--- src/rtl/alu_nibble_seq.sv ---
// alu_nibble_seq: nibble-serial sequencer around an external ALU4 slice (optional abort: ALU_NIBBLE_SEQ_ABORT_EN)
module alu_nibble_seq #(
    parameter int WORDS = 4
) (
    input  logic               clk,
    input  logic               rst,
`ifdef ALU_NIBBLE_SEQ_ABORT_EN
    input  logic               abort,
`endif
    input  logic               start,
    input  logic [4*WORDS-1:0] a,
    input  logic [4*WORDS-1:0] b,
    input  logic [3:0]         S,
    input  logic               M,
    input  logic               cin,
    output logic               busy,
    output logic               done,
    output logic [4*WORDS-1:0] result,
    output logic               co,
    output logic               V,
    output logic               Z,
    output logic [3:0]         alu_a,
    output logic [3:0]         alu_b,
    output logic [3:0]         alu_S,
    output logic               alu_M,
    output logic               alu_cin,
    input  logic [3:0]         alu_do,
    input  logic               alu_co,
    input  logic               alu_V,
    input  logic               alu_Z
);
    localparam int CW = WORDS > 1 ? $clog2(WORDS) : 1;
    localparam logic [CW-1:0] LAST = CW'(WORDS - 1);

    typedef enum logic [1:0] {IDLE, RUN, DONE} state_t;

    state_t             state, state_nx;
    logic [CW-1:0]      cnt;
    logic [4*WORDS-1:0] a_reg, b_reg, part, part_nx;
    logic               cin_reg, carry, zacc, last, abrt;

`ifdef ALU_NIBBLE_SEQ_ABORT_EN
    assign abrt = abort;
`else
    assign abrt = 1'b0;
`endif

    assign last    = cnt == LAST;
    assign busy    = state != IDLE;
    assign done    = state == DONE;
    assign alu_a   = a_reg[{cnt, 2'b00} +: 4];
    assign alu_b   = b_reg[{cnt, 2'b00} +: 4];
    assign alu_cin = cnt == '0 ? cin_reg : carry;

    // partial result with the current slice output merged into nibble cnt
    always_comb begin
        part_nx = part;
        part_nx[{cnt, 2'b00} +: 4] = alu_do;
    end

    // next state: abort wins everywhere (no effect in IDLE beyond blocking start)
    always_comb begin
        state_nx = abrt ? IDLE : state == IDLE ? (start ? RUN : IDLE) : state == RUN ? (last ? DONE : RUN) : IDLE;
    end

    // state register
    always_ff @(posedge clk) begin
        if (rst) state <= IDLE;
        else     state <= state_nx;
    end

    // operand latch, nibble stepping and word-level flag capture
    always_ff @(posedge clk) begin
        if (rst) begin
            a_reg   <= '0;
            b_reg   <= '0;
            alu_S   <= '0;
            alu_M   <= 1'b0;
            cin_reg <= 1'b0;
            cnt     <= '0;
            carry   <= 1'b0;
            zacc    <= 1'b0;
            part    <= '0;
            result  <= '0;
            co      <= 1'b0;
            V       <= 1'b0;
            Z       <= 1'b0;
        end else if (!abrt) begin
            if (state == IDLE && start) begin
                a_reg   <= a;
                b_reg   <= b;
                alu_S   <= S;
                alu_M   <= M;
                cin_reg <= cin;
                cnt     <= '0;
                carry   <= 1'b0;
                zacc    <= 1'b1;
                part    <= '0;
            end
            if (state == RUN) begin
                part  <= part_nx;
                carry <= alu_co;
                zacc  <= zacc & alu_Z;
                cnt   <= last ? cnt : cnt + 1'b1;
                if (last) begin
                    result <= part_nx;
                    co     <= alu_co;
                    V      <= alu_V;
                    Z      <= zacc & alu_Z;
                end
            end
        end
    end
endmodule

--- config.mk ---
export PLATFORM = sky130hd
export DESIGN_NAME = alu_nibble_seq
export DESIGN_NICKNAME = d
export VERILOG_FILES = /design/src/rtl/alu_nibble_seq.sv
export SDC_FILE = /design/constraint.sdc
export NUM_CORES = 1
export LEC_CHECK = 0
export ABC_CLOCK_PERIOD_IN_PS = 6360
export CELL_PAD_IN_SITES_DETAIL_PLACEMENT = 0
export CELL_PAD_IN_SITES_GLOBAL_PLACEMENT = 2
export CORE_AREA = 2 2 94 96
export CTS_CLUSTER_SIZE = 30
export DETAILED_ROUTE_END_ITERATION = 10
export DIE_AREA = 0 0 96 98
export DONT_BUFFER_PORTS = 1
export PLACE_DENSITY_LB_ADDON = 0.12
export RECOVER_POWER = 50
export SLEW_MARGIN = 20
export SYNTH_ARGS = -nofsm -noshare
export SYNTH_HDL_FRONTEND = slang
export SYNTH_SLANG_ARGS = --single-unit
--- constraint.sdc ---
create_clock -name clk -period 6.36 [get_ports clk]
set_clock_uncertainty 0.15 [all_clocks]
set_input_delay 0.318 -clock clk [delete_from_list [all_inputs] [get_ports clk]]
set_output_delay 0.318 -clock clk [all_outputs]
set_load 0.01 [all_outputs]
Word level (Yosys, flattened, before mapping)

Cells that the tools add are included.

Memory bits (writable): 0
Memories: 0
Bits in latches: 0
Word-level logic and storage cells: 47
Register bits: 79
Bits of input ports: 48
Output and inout port bits: 35
Bits in read-only memories: 0

Div/mod/pow operators: 0
Mux-type cells: 15
Multipliers: 0
Reduce and logical (&&, ||, !) cells: 7
$add $sub $neg: 2
Magnitude comparators: 0
Bitwise gates (word level): 1
Equality and inequality tests: 4
Shifts and indexed selects: 4

Operator list:

| kind                     | count |
|---|---|
| $mux W16                 | 2 |
| $shiftx A16 B5 Y4        | 2 |
| $bwmux W16               | 1 |
| $shift A4 B6 Y16 const A | 1 |
| $shiftx A4 B6 Y16        | 1 |
| $mux W2                  | 6 |
| $mux W1                  | 6 |
| $neg A4 Y6               | 1 |
| $eq A2 B2 Y1 const B     | 2 |
| $logic_not A2 Y1         | 2 |
| $reduce_and A2 Y1        | 2 |
| $reduce_bool A2 Y1       | 2 |
| $add A2 B1 Y2 const B    | 1 |
| $eq A2 B1 Y1 const B     | 1 |
| $ne A2 B2 Y1 const B     | 1 |
| $and A1 B1 Y1            | 1 |
| $logic_and A1 B1 Y1      | 1 |

Logic depth before layout (Yosys ltp)

Depth in word-level cells: 4
Depth in mapped cells: 7
Gate-level depth less buffers: 5

Worst setup path after synthesis

OpenSTA, ideal clock, no wires.

Path type: reg2reg
From: reg cnt[0]
To: reg result[10]
Data required time: 6.078 ns
Period minus slack after synthesis: 2.118 ns
Path slack: 4.242 ns
Arrival: 1.836 ns
Setup time: 0.132 ns
Stages on the path, launching flop included: 8
Path buffers: 2
Cell sequence: dfxtp_1 > buf_2 > inv_1 > ha_1 > and4bb_1 > clkbuf_1 > a221oi_1 > nor3_1

Longest elaborated chain between the ends: 3
Elaborated cells between the ends (all ways): 6
Those cells by class: 1 x add/sub; 1 x eq/ne; 2 x shift; 1 x mux; 1 x reduce/logical

Ends and longest elaborated chain:

| item                                                  | RTL line | source |
|---|---|---|
| start, declared                                       | 38       | `logic [CW-1:0] cnt;` |
| start signal, assigned                                | 104      | `cnt <= last ? cnt : cnt + 1'b1;` |
| $neg A4 Y6                                            | 58       | `part_nx[{cnt, 2'b00} +: 4] = alu_do;` |
| $shiftx A4 B6 Y16 or $shift A4 B6 Y16 (tied branches) | 58       |  |
| $bwmux W16                                            | 58       |  |
| end signal, assigned                                  | 106      | `result <= part_nx;` |
| end, declared                                         | 18       | `output logic [4*WORDS-1:0] result,` |

Parallel ways exist; a longest one is shown, timed or not.
A chain may end at the register's enable or synchronous reset.

Worst setup path after layout

From: reg cnt[0]
To: reg V

Longest elaborated chain between the ends: 2

Ends and longest elaborated chain:

| item                        | RTL line | source |
|---|---|---|
| $eq A2 B2 Y1                | 48       | `assign last = cnt == LAST;` |
| via last                    | 40       | `logic cin_reg, carry, zacc, last, abrt;` |
| $reduce_and A2 Y1 (no line) | --       |  |
| end signal, assigned        | 108      | `V <= alu_V;` |
| end, declared               | 20       | `output logic V,` |

The timed path passes the listed nets, and every way through them passes these cells.

==> reports/results.ini <==
[run_status]
status=finished, violations left
failed_checks=capacitance limit, slew limit

[critical_path]
worst-setup-path-type=flop to flop
critical_path_peak_fanout=19
cp_cell_sequence=ha_1 -> and3b_1 -> nand2_1 -> a21oi_1 -> dlygate4sd3_1
setup.reg_to_reg.worst_slack_ns=3.40
cp_slowest_cell=dfxtp_1
crit_path_max_incr_delay_ns=0.90
crit_required_ns=6.50
setup.worst_path.end_class=flop
worstPathArrival_ns=3.10
worst-r2r-cell-count=5
crit_path_start_kind=flop

[detailed_routing]
drcViolationCount=0
avgRoutedWirePerCell_um=16.5
avgViaCountPerCell=5.31
wl_um=8260
drt_first_iter_violations=126
ant_nets=0
number_of_search_and_repair_iterations_in_the_first_detailed_routing_pass=4
vias=2655

[run]
cap_viol_max_count=1

[timing]
tns_ns=0
timing.slew.headroom=-0.212
hold_viol_final=0
worst_slew_pin_slew_ns=1.82
period_share=0.466
rsz0062_at_grt=false
setup_viol_count_final=0
slew_violations=41
fmax_ghz=0.338
fin_crit_ns=2.96

[power]
seq_power_share=0.513
switching_power_share_of_the_total=0.246
powerDensity_nw_per_um2=260
clock_power_share=0.383
total_switching_power_mw=0.254
share_of_power_burned_in_combinational_logic=0.104
cellLeakagePower_nw=1.47
power.internal_mw=0.778
max-vdd-ir-drop_v=0.000102

[grt]
groute.usage.overall=0.186
grt_start_max_net_pins=65
number_of_antenna_violations_at_the_first_check_in_global_routing=1
number_of_global_route_vias_before_repair=2648
grt_pass1_wl_um=13500
globalRoute.totalOverflow=0

[final_layout]
fillers=855
area_delta_synth_final_pct=21.1
drive_gt1_frac=0.0946
final_core_util=0.468
layout.nets=440

[logic_synthesis]
post_synthesis_cell_count=357
synthesis.area_um2=3270
synth_area_per_cell_um2=9.17
synth_ff_type=dfxtp_1
synth_area_leader_cell=dfxtp_1
ys.warnings.count=0
netlist.area_leader.share=0.483
async_reset_ff_frac=0
synth.distinct_cells=38
mappedNetlistNets=411
synth_top_cells_by_count=82 x nand2_1, 79 x dfxtp_1, 44 x a21oi_1
flip_flop_and_latch_count_after_synthesis=79
synth.area.top_cells=dfxtp_1 48%, nand2_1 9.4%, a21oi_1 6.7%, mux4_2 5.5%, a221oi_1 4.3%
synth_edf_count=0
count_leader_synth=nand2_1
yosysSeqAreaShare=0.483

[clock_tree]
cts-root-to-sink-buffers=2
clk_transition_reported_paths_ns=0.08
cts_repair_resize_count=0
clock_tree_root_buffer_cell=clkbuf_8
tritoncts=yes
cts_sinks=79
clock_insertion_delay_worst_skew_ns=0.34
htree_levels=3
cts_buffers=9

[hold_path]
holdCritPathClass=input pin to flop
whs_path_depth=2

[placed_design]
place_congestion=0.757
buffer_ports.inserted=0
dp_hpwl_um=5040

[floorplan]
start_util=0.387
die_width_um=96
placeableCoreArea_um2=8470
rows=34
io_pins=83
floorplan.die_area_um2=9410
vertical_extent_of_the_die_um=98

## timing repair
| item | in CTS | in global routing |
|---|---|---|
| setup buffers | 0 | 0 |
| hold endpoints to repair | 65 | 0 |
| hold buffers | 43 | 0 |
## final timing paths
| path | from | endpoint |
|---|---|---|
| min reg2reg | a_reg[8] | a_reg[8] |
| max reg2reg | cnt[0] | V |
| max | cnt[0] | V |
| min | alu_Z | zacc |
## power by group through the flow
stage | clock network, mW | registers (mW) | logic (mW)
after global placement | 0 | 0.541 | 0.0778
after floorplan | 0 | 0.533 | 0.0759
after global routing | 0.434 | 0.533 | 0.119
after CTS | 0.410 | 0.530 | 0.108
final | 0.396 | 0.529 | 0.107
after detailed placement | 0 | 0.542 | 0.0792
## area by class of cell
type                            count  area [um2]  share of cell area
Inverter                            7        26.3             0.00663
Sequential cell                    79        1580               0.399
Clock inverter                      4        52.6              0.0133
Tap cell                          108         135              0.0341
Antenna cell                        1        2.50            0.000631
Multi-Input combinational cell    244        1540               0.389
Clock buffer                       12         165              0.0417
Timing Repair Buffer               45         459               0.116
## metal layers
layer,GRT usage,share of wire,vias up
met5,0,0,-
met4,0.0516,0.012,0
met3,0.0718,0.073,9
met2,0.269,0.43,76
met1,0.257,0.49,1254
li1,-,-,1316
## cells by family after synthesis
kind of cell	share of synthesized area
AO/OA/AOI/OAI	0.175
adder cells (fa/ha/maj)	0.0229
buffers and inverters	0.0497
flip-flops	0.483
multiplexers	0.0722
AND/OR/NAND/NOR	0.198
## cells in the final DEF, fill, tap and decap left out, types with 2 or more instances in the layout
cell type	instances
a21oi_1	44
a21oi_2	4
a221oi_1	16
a22o_1	14
a32o_1	2
and2_1	5
and3b_1	2
clkbuf_8	12
clkinvlp_4	3
dfxtp_1	79
dlygate4sd3_1	42
ha_1	6
inv_1	7
mux2_1	4
mux4_2	8
nand2_1	82
nand3_1	2
nor2_1	19
nor2b_1	2
nor3_1	16
o21ai_0	2
## stage by stage
stage	cells	power (mW)	hold WS (ns)	instance area (um2)	setup slack, ns
2_1_floorplan	357	0.609	0.283	3270	4.24
3_3_place_gp	440	0.619	0.243	3290	3.16
3_5_place_dp	440	0.621	0.245	3300	3.44
4_1_cts	499	1.05	0.00598	3970	3.34
5_1_grt	500	1.09	0.0217	3970	3.04
6_report	500	1.03	0.0161	3970	3.40
## critical path: cells and delay by family (launching register included)
family	cells	cell delay (ns)
simple gates	2	0.84
buf+inv	1	0.56
compound gates	1	0.15
fa+ha+maj	1	0.31
flops	1	0.90
(Power assumes the default switching activity.)
